## src/rtl/mem_port_arbiter_pkg.sv

```systemverilog
`default_nettype none
// ============================================================================
// Module   : cpu_bus_pkg
// Purpose  : Shared types and constants for the CPU memory-port arbiter.
// Revision : 1.0 - initial release
// ============================================================================
package cpu_bus_pkg;

  localparam int DEF_DATA_W = 32;
  localparam int DEF_ADDR_W = 32;

  typedef enum logic [1:0] {
    IDLE  = 2'd0,
    ISSUE = 2'd1,
    WAIT  = 2'd2
  } arb_state_t;

  typedef logic req_id_t;

  localparam req_id_t REQ_FETCH = 1'b0;
  localparam req_id_t REQ_DATA  = 1'b1;

  function automatic logic [1:0] id_onehot(input req_id_t id);
    return (id == REQ_DATA) ? 2'b10 : 2'b01;
  endfunction

endpackage
`default_nettype wire

```

## src/rtl/mem_port_arbiter_if.sv

```systemverilog
`default_nettype none
// ============================================================================
// Module   : mem_port_arbiter_if
// Purpose  : Requester, response and memory-port signals of the arbiter.
// Revision : 1.0 - initial release
// ============================================================================
interface mem_port_arbiter_if
  import cpu_bus_pkg::*;
#(
  parameter int DATA_W = DEF_DATA_W,
  parameter int ADDR_W = DEF_ADDR_W
) ();

  logic              req0_valid;
  logic [ADDR_W-1:0] req0_addr;
  logic [DATA_W-1:0] req0_wdata;
  logic              req0_we;
  logic              req0_ready;
  logic              rsp0_valid;
  logic [DATA_W-1:0] rsp0_rdata;
  logic              rsp0_err;

  logic              req1_valid;
  logic [ADDR_W-1:0] req1_addr;
  logic [DATA_W-1:0] req1_wdata;
  logic              req1_we;
  logic              req1_ready;
  logic              rsp1_valid;
  logic [DATA_W-1:0] rsp1_rdata;
  logic              rsp1_err;

  logic              mem_valid;
  logic [ADDR_W-1:0] mem_addr;
  logic [DATA_W-1:0] mem_wdata;
  logic              mem_we;
  logic              mem_ready;
  logic              mem_rvalid;
  logic [DATA_W-1:0] mem_rdata;

  req_id_t           owner;

  // Arbiter side: owns the memory port and the response paths.
  modport master (
    input  req0_valid, req0_addr, req0_wdata, req0_we,
    input  req1_valid, req1_addr, req1_wdata, req1_we,
    input  mem_ready, mem_rvalid, mem_rdata,
    output req0_ready, rsp0_valid, rsp0_rdata, rsp0_err,
    output req1_ready, rsp1_valid, rsp1_rdata, rsp1_err,
    output mem_valid, mem_addr, mem_wdata, mem_we,
    output owner
  );

  modport slave (
    output req0_valid, req0_addr, req0_wdata, req0_we,
    output req1_valid, req1_addr, req1_wdata, req1_we,
    output mem_ready, mem_rvalid, mem_rdata,
    input  req0_ready, rsp0_valid, rsp0_rdata, rsp0_err,
    input  req1_ready, rsp1_valid, rsp1_rdata, rsp1_err,
    input  mem_valid, mem_addr, mem_wdata, mem_we,
    input  owner
  );

endinterface
`default_nettype wire

```

## src/rtl/mem_port_arbiter_rr_arbiter2.sv

```systemverilog
`default_nettype none
// ============================================================================
// Module   : rr_arbiter2
// Purpose  : Two-way round-robin pick; grant is one-hot, or zero when idle.
// Revision : 1.0 - initial release
// ============================================================================
module rr_arbiter2
  import cpu_bus_pkg::*;
(
  input  logic [1:0] valid_i,
  input  req_id_t    rr_ptr_i,
  output logic [1:0] grant_o,
  output req_id_t    winner_o
);

  always_comb begin
    winner_o = REQ_FETCH;
    case (valid_i)
      2'b01:   winner_o = REQ_FETCH;
      2'b10:   winner_o = REQ_DATA;
      2'b11:   winner_o = rr_ptr_i;
      default: winner_o = REQ_FETCH;
    endcase
    grant_o = (valid_i == 2'b00) ? 2'b00 : id_onehot(winner_o);
  end

endmodule
`default_nettype wire

```

## src/rtl/mem_port_arbiter.sv

```systemverilog
`default_nettype none
// ============================================================================
// Module   : mem_port_arbiter
// Purpose  : Shares one memory port between fetch and data requesters.
// Revision : 1.0 - initial release
// ============================================================================
module mem_port_arbiter
  import cpu_bus_pkg::*;
#(
  parameter int DATA_W  = DEF_DATA_W,
  parameter int ADDR_W  = DEF_ADDR_W,
  parameter int TIMEOUT = 15
) (
  input  logic               clk,
  input  logic               rst,
  mem_port_arbiter_if.master bus
);

  localparam int               CNT_W    = (TIMEOUT > 0) ? $clog2(TIMEOUT + 1) : 1;
  localparam logic [CNT_W-1:0] CNT_LAST = CNT_W'((TIMEOUT > 0) ? TIMEOUT - 1 : 0);
  localparam logic [CNT_W-1:0] CNT_MAX  = '1;

  arb_state_t state_q, state_d;

  req_id_t    owner_q;
  req_id_t    rr_ptr_q;
  req_id_t    winner_w;

  logic [1:0] valid_w;
  logic [1:0] grant_w;
  logic [1:0] ready_w;
  logic       mem_valid_w;
  logic       accept_w;
  logic       handshake_w;
  logic       rsp_ok_w;
  logic       timeout_w;

  logic [CNT_W-1:0] cnt_q;

  logic [ADDR_W-1:0] mem_addr_q,  mem_addr_d;
  logic [DATA_W-1:0] mem_wdata_q, mem_wdata_d;
  logic              mem_we_q,    mem_we_d;

  logic [1:0]             rsp_valid_q;
  logic [1:0]             rsp_err_q;
  logic [1:0][DATA_W-1:0] rsp_rdata_q;

  assign valid_w = {bus.req1_valid, bus.req0_valid};

  rr_arbiter2 u_rr_arbiter2 (
    .valid_i  (valid_w),
    .rr_ptr_i (rr_ptr_q),
    .grant_o  (grant_w),
    .winner_o (winner_w)
  );

  // 2:1 select path feeding the request latch.
  assign mem_addr_d  = (winner_w == REQ_DATA) ? bus.req1_addr  : bus.req0_addr;
  assign mem_wdata_d = (winner_w == REQ_DATA) ? bus.req1_wdata : bus.req0_wdata;
  assign mem_we_d    = (winner_w == REQ_DATA) ? bus.req1_we    : bus.req0_we;

  assign accept_w    = |(valid_w & ready_w);
  assign handshake_w = mem_valid_w & bus.mem_ready;
  assign rsp_ok_w    = (state_q == WAIT) & bus.mem_rvalid;
  // A response arriving on the last allowed cycle takes precedence.
  assign timeout_w   = (TIMEOUT != 0) && (state_q == WAIT) && !bus.mem_rvalid &&
                       (cnt_q == CNT_LAST);

  always_ff @(posedge clk) begin
    if (rst) begin
      state_q <= IDLE;
    end else begin
      state_q <= state_d;
    end
  end

  always_comb begin
    state_d = state_q;
    case (state_q)
      IDLE:    if (accept_w)               state_d = ISSUE;
      ISSUE:   if (handshake_w)            state_d = WAIT;
      WAIT:    if (rsp_ok_w || timeout_w)  state_d = IDLE;
      default:                             state_d = IDLE;
    endcase
  end

  always_comb begin
    ready_w     = 2'b00;
    mem_valid_w = 1'b0;
    case (state_q)
      IDLE:    ready_w     = grant_w;
      ISSUE:   mem_valid_w = 1'b1;
      default: ;
    endcase
  end

  always_ff @(posedge clk) begin
    if (rst) begin
      owner_q     <= REQ_FETCH;
      rr_ptr_q    <= REQ_FETCH;
      cnt_q       <= '0;
      mem_addr_q  <= '0;
      mem_wdata_q <= '0;
      mem_we_q    <= 1'b0;
      rsp_valid_q <= 2'b00;
      rsp_err_q   <= 2'b00;
      rsp_rdata_q <= '0;
    end else begin
      rsp_valid_q <= 2'b00;
      rsp_err_q   <= 2'b00;

      if (accept_w) begin
        mem_addr_q  <= mem_addr_d;
        mem_wdata_q <= mem_wdata_d;
        mem_we_q    <= mem_we_d;
        owner_q     <= winner_w;
        rr_ptr_q    <= ~winner_w;
      end

      // Saturate rather than wrap so a disabled timeout can never fire.
      if (handshake_w) begin
        cnt_q <= '0;
      end else if ((state_q == WAIT) && (cnt_q != CNT_MAX)) begin
        cnt_q <= cnt_q + CNT_W'(1);
      end

      if (rsp_ok_w) begin
        rsp_valid_q[owner_q] <= 1'b1;
        rsp_rdata_q[owner_q] <= bus.mem_rdata;
      end else if (timeout_w) begin
        rsp_valid_q[owner_q] <= 1'b1;
        rsp_err_q[owner_q]   <= 1'b1;
        rsp_rdata_q[owner_q] <= '0;
      end
    end
  end

  assign bus.req0_ready = ready_w[0];
  assign bus.req1_ready = ready_w[1];

  assign bus.rsp0_valid = rsp_valid_q[0];
  assign bus.rsp0_err   = rsp_err_q[0];
  assign bus.rsp0_rdata = rsp_rdata_q[0];
  assign bus.rsp1_valid = rsp_valid_q[1];
  assign bus.rsp1_err   = rsp_err_q[1];
  assign bus.rsp1_rdata = rsp_rdata_q[1];

  assign bus.mem_valid  = mem_valid_w;
  assign bus.mem_addr   = mem_addr_q;
  assign bus.mem_wdata  = mem_wdata_q;
  assign bus.mem_we     = mem_we_q;
  assign bus.owner      = owner_q;

endmodule
`default_nettype wire

```

## src/flat_wrapper.sv

```systemverilog
// flat-port wrapper written by rule: the top's interface ports become plain ports
module mem_port_arbiter_flat import cpu_bus_pkg::*;
#(
  parameter int DATA_W  = DEF_DATA_W,
  parameter int ADDR_W  = DEF_ADDR_W,
  parameter int TIMEOUT = 15
)
  (clk, rst, bus_req0_valid, bus_req0_addr, bus_req0_wdata, bus_req0_we, bus_req1_valid, bus_req1_addr, bus_req1_wdata, bus_req1_we, bus_mem_ready, bus_mem_rvalid, bus_mem_rdata, bus_req0_ready, bus_rsp0_valid, bus_rsp0_rdata, bus_rsp0_err, bus_req1_ready, bus_rsp1_valid, bus_rsp1_rdata, bus_rsp1_err, bus_mem_valid, bus_mem_addr, bus_mem_wdata, bus_mem_we, bus_owner);
  mem_port_arbiter_if #(.DATA_W(DATA_W), .ADDR_W(ADDR_W)) bus_i ();
  input  logic clk;
  input  logic rst;
  input wire logic [$bits(bus_i.req0_valid)-1:0] bus_req0_valid;
  input wire logic [$bits(bus_i.req0_addr)-1:0] bus_req0_addr;
  input wire logic [$bits(bus_i.req0_wdata)-1:0] bus_req0_wdata;
  input wire logic [$bits(bus_i.req0_we)-1:0] bus_req0_we;
  input wire logic [$bits(bus_i.req1_valid)-1:0] bus_req1_valid;
  input wire logic [$bits(bus_i.req1_addr)-1:0] bus_req1_addr;
  input wire logic [$bits(bus_i.req1_wdata)-1:0] bus_req1_wdata;
  input wire logic [$bits(bus_i.req1_we)-1:0] bus_req1_we;
  input wire logic [$bits(bus_i.mem_ready)-1:0] bus_mem_ready;
  input wire logic [$bits(bus_i.mem_rvalid)-1:0] bus_mem_rvalid;
  input wire logic [$bits(bus_i.mem_rdata)-1:0] bus_mem_rdata;
  output wire logic [$bits(bus_i.req0_ready)-1:0] bus_req0_ready;
  output wire logic [$bits(bus_i.rsp0_valid)-1:0] bus_rsp0_valid;
  output wire logic [$bits(bus_i.rsp0_rdata)-1:0] bus_rsp0_rdata;
  output wire logic [$bits(bus_i.rsp0_err)-1:0] bus_rsp0_err;
  output wire logic [$bits(bus_i.req1_ready)-1:0] bus_req1_ready;
  output wire logic [$bits(bus_i.rsp1_valid)-1:0] bus_rsp1_valid;
  output wire logic [$bits(bus_i.rsp1_rdata)-1:0] bus_rsp1_rdata;
  output wire logic [$bits(bus_i.rsp1_err)-1:0] bus_rsp1_err;
  output wire logic [$bits(bus_i.mem_valid)-1:0] bus_mem_valid;
  output wire logic [$bits(bus_i.mem_addr)-1:0] bus_mem_addr;
  output wire logic [$bits(bus_i.mem_wdata)-1:0] bus_mem_wdata;
  output wire logic [$bits(bus_i.mem_we)-1:0] bus_mem_we;
  output wire logic [$bits(bus_i.owner)-1:0] bus_owner;
  assign bus_i.req0_valid = bus_req0_valid;
  assign bus_i.req0_addr = bus_req0_addr;
  assign bus_i.req0_wdata = bus_req0_wdata;
  assign bus_i.req0_we = bus_req0_we;
  assign bus_i.req1_valid = bus_req1_valid;
  assign bus_i.req1_addr = bus_req1_addr;
  assign bus_i.req1_wdata = bus_req1_wdata;
  assign bus_i.req1_we = bus_req1_we;
  assign bus_i.mem_ready = bus_mem_ready;
  assign bus_i.mem_rvalid = bus_mem_rvalid;
  assign bus_i.mem_rdata = bus_mem_rdata;
  assign bus_req0_ready = bus_i.req0_ready;
  assign bus_rsp0_valid = bus_i.rsp0_valid;
  assign bus_rsp0_rdata = bus_i.rsp0_rdata;
  assign bus_rsp0_err = bus_i.rsp0_err;
  assign bus_req1_ready = bus_i.req1_ready;
  assign bus_rsp1_valid = bus_i.rsp1_valid;
  assign bus_rsp1_rdata = bus_i.rsp1_rdata;
  assign bus_rsp1_err = bus_i.rsp1_err;
  assign bus_mem_valid = bus_i.mem_valid;
  assign bus_mem_addr = bus_i.mem_addr;
  assign bus_mem_wdata = bus_i.mem_wdata;
  assign bus_mem_we = bus_i.mem_we;
  assign bus_owner = bus_i.owner;
  mem_port_arbiter #(.DATA_W(DATA_W), .ADDR_W(ADDR_W), .TIMEOUT(TIMEOUT)) u_core (.clk(clk), .rst(rst), .bus(bus_i));
endmodule
```

## config.mk

```make
export PLATFORM = sky130hd
export DESIGN_NAME = mem_port_arbiter_flat
export DESIGN_NICKNAME = d
export VERILOG_FILES = /design/src/rtl/mem_port_arbiter_pkg.sv /design/src/rtl/mem_port_arbiter_if.sv /design/src/rtl/mem_port_arbiter_rr_arbiter2.sv /design/src/rtl/mem_port_arbiter.sv /design/src/flat_wrapper.sv
export SDC_FILE = /design/constraint.sdc
export NUM_CORES = 1
export LEC_CHECK = 0
export CORE_MARGIN = 2
export CORE_UTILIZATION = 42
export CTS_BUF_LIST = sky130_fd_sc_hd__clkbuf_4
export DETAILED_ROUTE_END_ITERATION = 10
export GPL_TIMING_DRIVEN = 0
export PLACE_DENSITY = 0.88
export SYNTH_ARGS = -nofsm -noshare
export SYNTH_HDL_FRONTEND = slang
export SYNTH_HIERARCHICAL = 1
export SYNTH_SLANG_ARGS = --single-unit
```

## constraint.sdc

```tcl
create_clock -name clk -period 1.8 [get_ports clk]
set_clock_uncertainty 0.15 [all_clocks]
set_input_delay 0.18 -clock clk [delete_from_list [all_inputs] [get_ports clk]]
set_output_delay 0.18 -clock clk [all_outputs]
set_load 0.05 [all_outputs]
```

==> run summary <==
worst reg2reg path depth - 7
Final min period - 1810 ps
slew margin rel. - 52.7%
Core Rows - 44
total die area - 15800 µm²
Post-Syn Nets - 827
Tightest Hold Check Type - primary input to flip-flop
TNS Setup - -13.2 ps
initial antenna violation count - 1
Setup crit start kind - flip-flop
vias per inst - 5.53
worst hold endpoint - u_core/bus.rsp0_rdata[1]
Die Y-Extent - 126 µm
die extent in x - 126 µm
design area - 9590 µm²
highest cell delay on the worst timing path - 390 ps
Leak - 3.58 nW
# Max-Cap Violations - 0
per-cell routed wire length - 19.6 µm
PwrDens - 797 nW/µm²
Worst Path Max Fanout - 10
DRT iter0 DRCs - 562
CP top delay family - buffers and inverters
Post-Route WL - 23200 µm
nets - 1153
fin cells - 1180
Cell Int Power - 4.89 mW
Buf/Inv on CP - 4
worst-skew pair later-pin latency - 550 ps
DR vias - 6521
initial core utilization - 42.8%
sw frac - 35.9%
WHS Path Cells - 3
Sw Pwr - 2.75 mW
final setup vio count - 1
Comb power frac - 31.8%
CTS clk-pin slew, worst paths - 120 ps
VDD IR max - 0.619 mV
htree depth - 4
Setup crit end kind - flip-flop
Final Slew Violations - 0
total power - 7.64 mW
Post-synth ARST share - 0%
Worst-Margin Slew - 710 ps
Post-Synthesis Cells - 657
dpl ws - -751 ps
share of cells above drive strength 1 - 23.1%
global-route wire length before repair - 34800 µm
hold path start - bus_mem_rdata[1]
Req. time, crit path - 2060 ps
r2r startpoint - u_core/rr_ptr_q
Seq/Total Area, Yosys - 45.5%
status - complete, but fails checks
synthesized area - 6200 µm²
final hold violations - 0
TritonCTS clock tree - done
fin util - 66.2%
YS warnings - 6
number of buffers created by CTS - 17
RSZ-0062 raised after global routing - true
CP max-delay cell - dfxtp_2
largest net degree at the start of global routing - 17
dpl hpwl - 17700 µm
gr usage total - 28.0%
clock network power share - 23.5%
Post-synth EDFFs - 0
Pre-Repair DR Iteration Count - 5
Antenna Violating Nets Remaining - 0
worst hold margin - 77.9 ps
Max Fclk - 0.552 GHz
clock sink total - 141
min setup slack post-route - -13.2 ps
area leader, netlist - dfxtp_1
top post-synthesis cells by area - dfxtp_1 (46%), a21oi_1 (11%), mux2i_1 (10%), a211oi_2 (8.1%), nand3_1 (5.4%)
post-synth top area share - 45.5%
Unique masters post-synth - 39
root buf cell - clkbuf_4
Placed Cells incl. Taps - 1145
Mean Syn Cell Area - 9.44 µm²
reg2reg end - u_core/bus.mem_wdata[19]
CORE AREA - 14500 µm²
vias in the first global route - 6437
Tcrit/Tclk final - 101%
#FFs+latches synth - 141
Residual DRC - 0
Clock Path Buffers - 2
total overflow reported by the global router - 0
# port buffers - 304
Layout area overhead - 54.6%
IO Pins - 305
GP Congestion - 0.864
Worst Path Arrival - 2070 ps
reg2reg setup slack - -10 ps
CP Cell Sequence - inv_2 > a21boi_1 > buf_2 > buf_12 > buf_8 > mux2i_1 > a211oi_2
Fillers - 1201
Post-Place Cell Area - 9470 µm²
violated checks - setup timing
Post-synth top flop - dfxtp_1
critical path class - flip-flop to flip-flop
sequential power share - 44.6%
synth_stat cells (3+ instances only):
cell type  instances
buf_2             25
a21oi_1          136
buf_1              4
nor2_1             3
o21ai_0           62
dfxtp_1          141
buf_6             10
nand3_1           67
a211oi_2          40
clkbuf_1          34
inv_1              6
o21ai_1            4
a211oi_1          26
mux2i_1           65
registers in the layout (all words and copies together) (netlist names):
signal / count
u_core/bus.rsp1_rdata: 32
u_core/bus.mem_wdata: 32
u_core/rr_ptr_q: 1
u_core/rsp_valid_q: 2
u_core/rsp_err_q: 2
u_core/cnt_q: 4
u_core/bus.rsp0_rdata: 32
u_core/state_q: 2
u_core/bus.mem_we: 1
u_core/bus.owner: 1
u_core/bus.mem_addr: 32
worst max-delay path by stage:
| stage | start | to | depth (start not counted) |
|---|---|---|---|
| after CTS | u_core/state_q[1] | bus_req1_ready | 4 |
| after floorplan | u_core/state_q[0] | u_core/state_q[0] | 4 |
| after detailed placement | u_core/state_q[0] | bus_req1_ready | 5 |
| final | u_core/rr_ptr_q | u_core/bus.mem_wdata[19] | 7 |
| after global routing | u_core/state_q[0] | bus_req1_ready | 4 |
| after global placement | u_core/state_q[0] | bus_req1_ready | 5 |
per-layer routing:
layer	vias to the layer above	global-route usage [%]	wire length, µm
li1	3096	-	-
met1	3053	33.9	9420
met2	306	47.0	11100
met3	66	6.12	1490
met4	0	14.1	1200
met5	-	0	0
worst reg2reg max path, delay by kind of cell (launching register included):
family	cells	cell delay [ps]
buffers and inverters	4	590
DFF	1	390
muxes	1	310
AOI/OAI and AO/OA	2	250
area by class of cell:
type,count,area (µm²),area share (%)
Antenna cell,1,2.50,0.0261
Buffer,72,492,5.13
Clock buffer,17,128,1.33
Clock inverter,14,104,1.08
Inverter,6,22.5,0.235
Multi-Input combinational cell,436,3020,31.5
Sequential cell,141,2830,29.5
Tap cell,184,230,2.40
Timing Repair Buffer,309,2760,28.7
power groups by stage:
stage | Clock, mW | Sequential, mW | Combinational [mW]
floorplan | 0 | 4.08 | 0.823
global placement | 0 | 3.47 | 2.42
detailed placement | 0 | 3.47 | 2.45
CTS | 1.83 | 3.41 | 2.42
global route | 1.96 | 3.43 | 2.54
finish | 1.80 | 3.41 | 2.43
cell usage in the layout (no fill, tap or decap), drive strengths merged, types with 3 or more instances in the layout:
| cell type | n |
|---|---|
| inv | 7 |
| and2 | 3 |
| dlygate4sd2 | 5 |
| buf | 45 |
| a211oi | 66 |
| mux2i | 65 |
| clkdlybuf4s15 | 58 |
| nor2 | 4 |
| clkbuf | 123 |
| o21ai | 66 |
| clkdlybuf4s50 | 167 |
| nand3 | 67 |
| dfxtp | 141 |
| a21boi | 3 |
| clkinv | 9 |
| clkinvlp | 3 |
| a21oi | 136 |
kinds of logic (layout without fill, tap and decap cells):
kind of cell               Yosys count  in the layout  synth area share (%)
adders and majority gates            2              2                 0.403
buffers and inverters               80            418                  6.62
DFF                                141            141                  45.5
other                                0              1                     0
muxes                               65             65                  10.5
and+or+nand+nor                     92             92                  8.23
AOI/OAI and AO/OA                  277            277                  28.7
repair_timing:
action / CTS / global route
endpoints found under the setup margin: 252 / 201
resized for setup: 294 / 152
cloned: 0 / 0
pin swaps: 1 / 2
setup buffers: 4 / 1
hold buffers: 0 / 0
(Power assumes the default switching activity.)
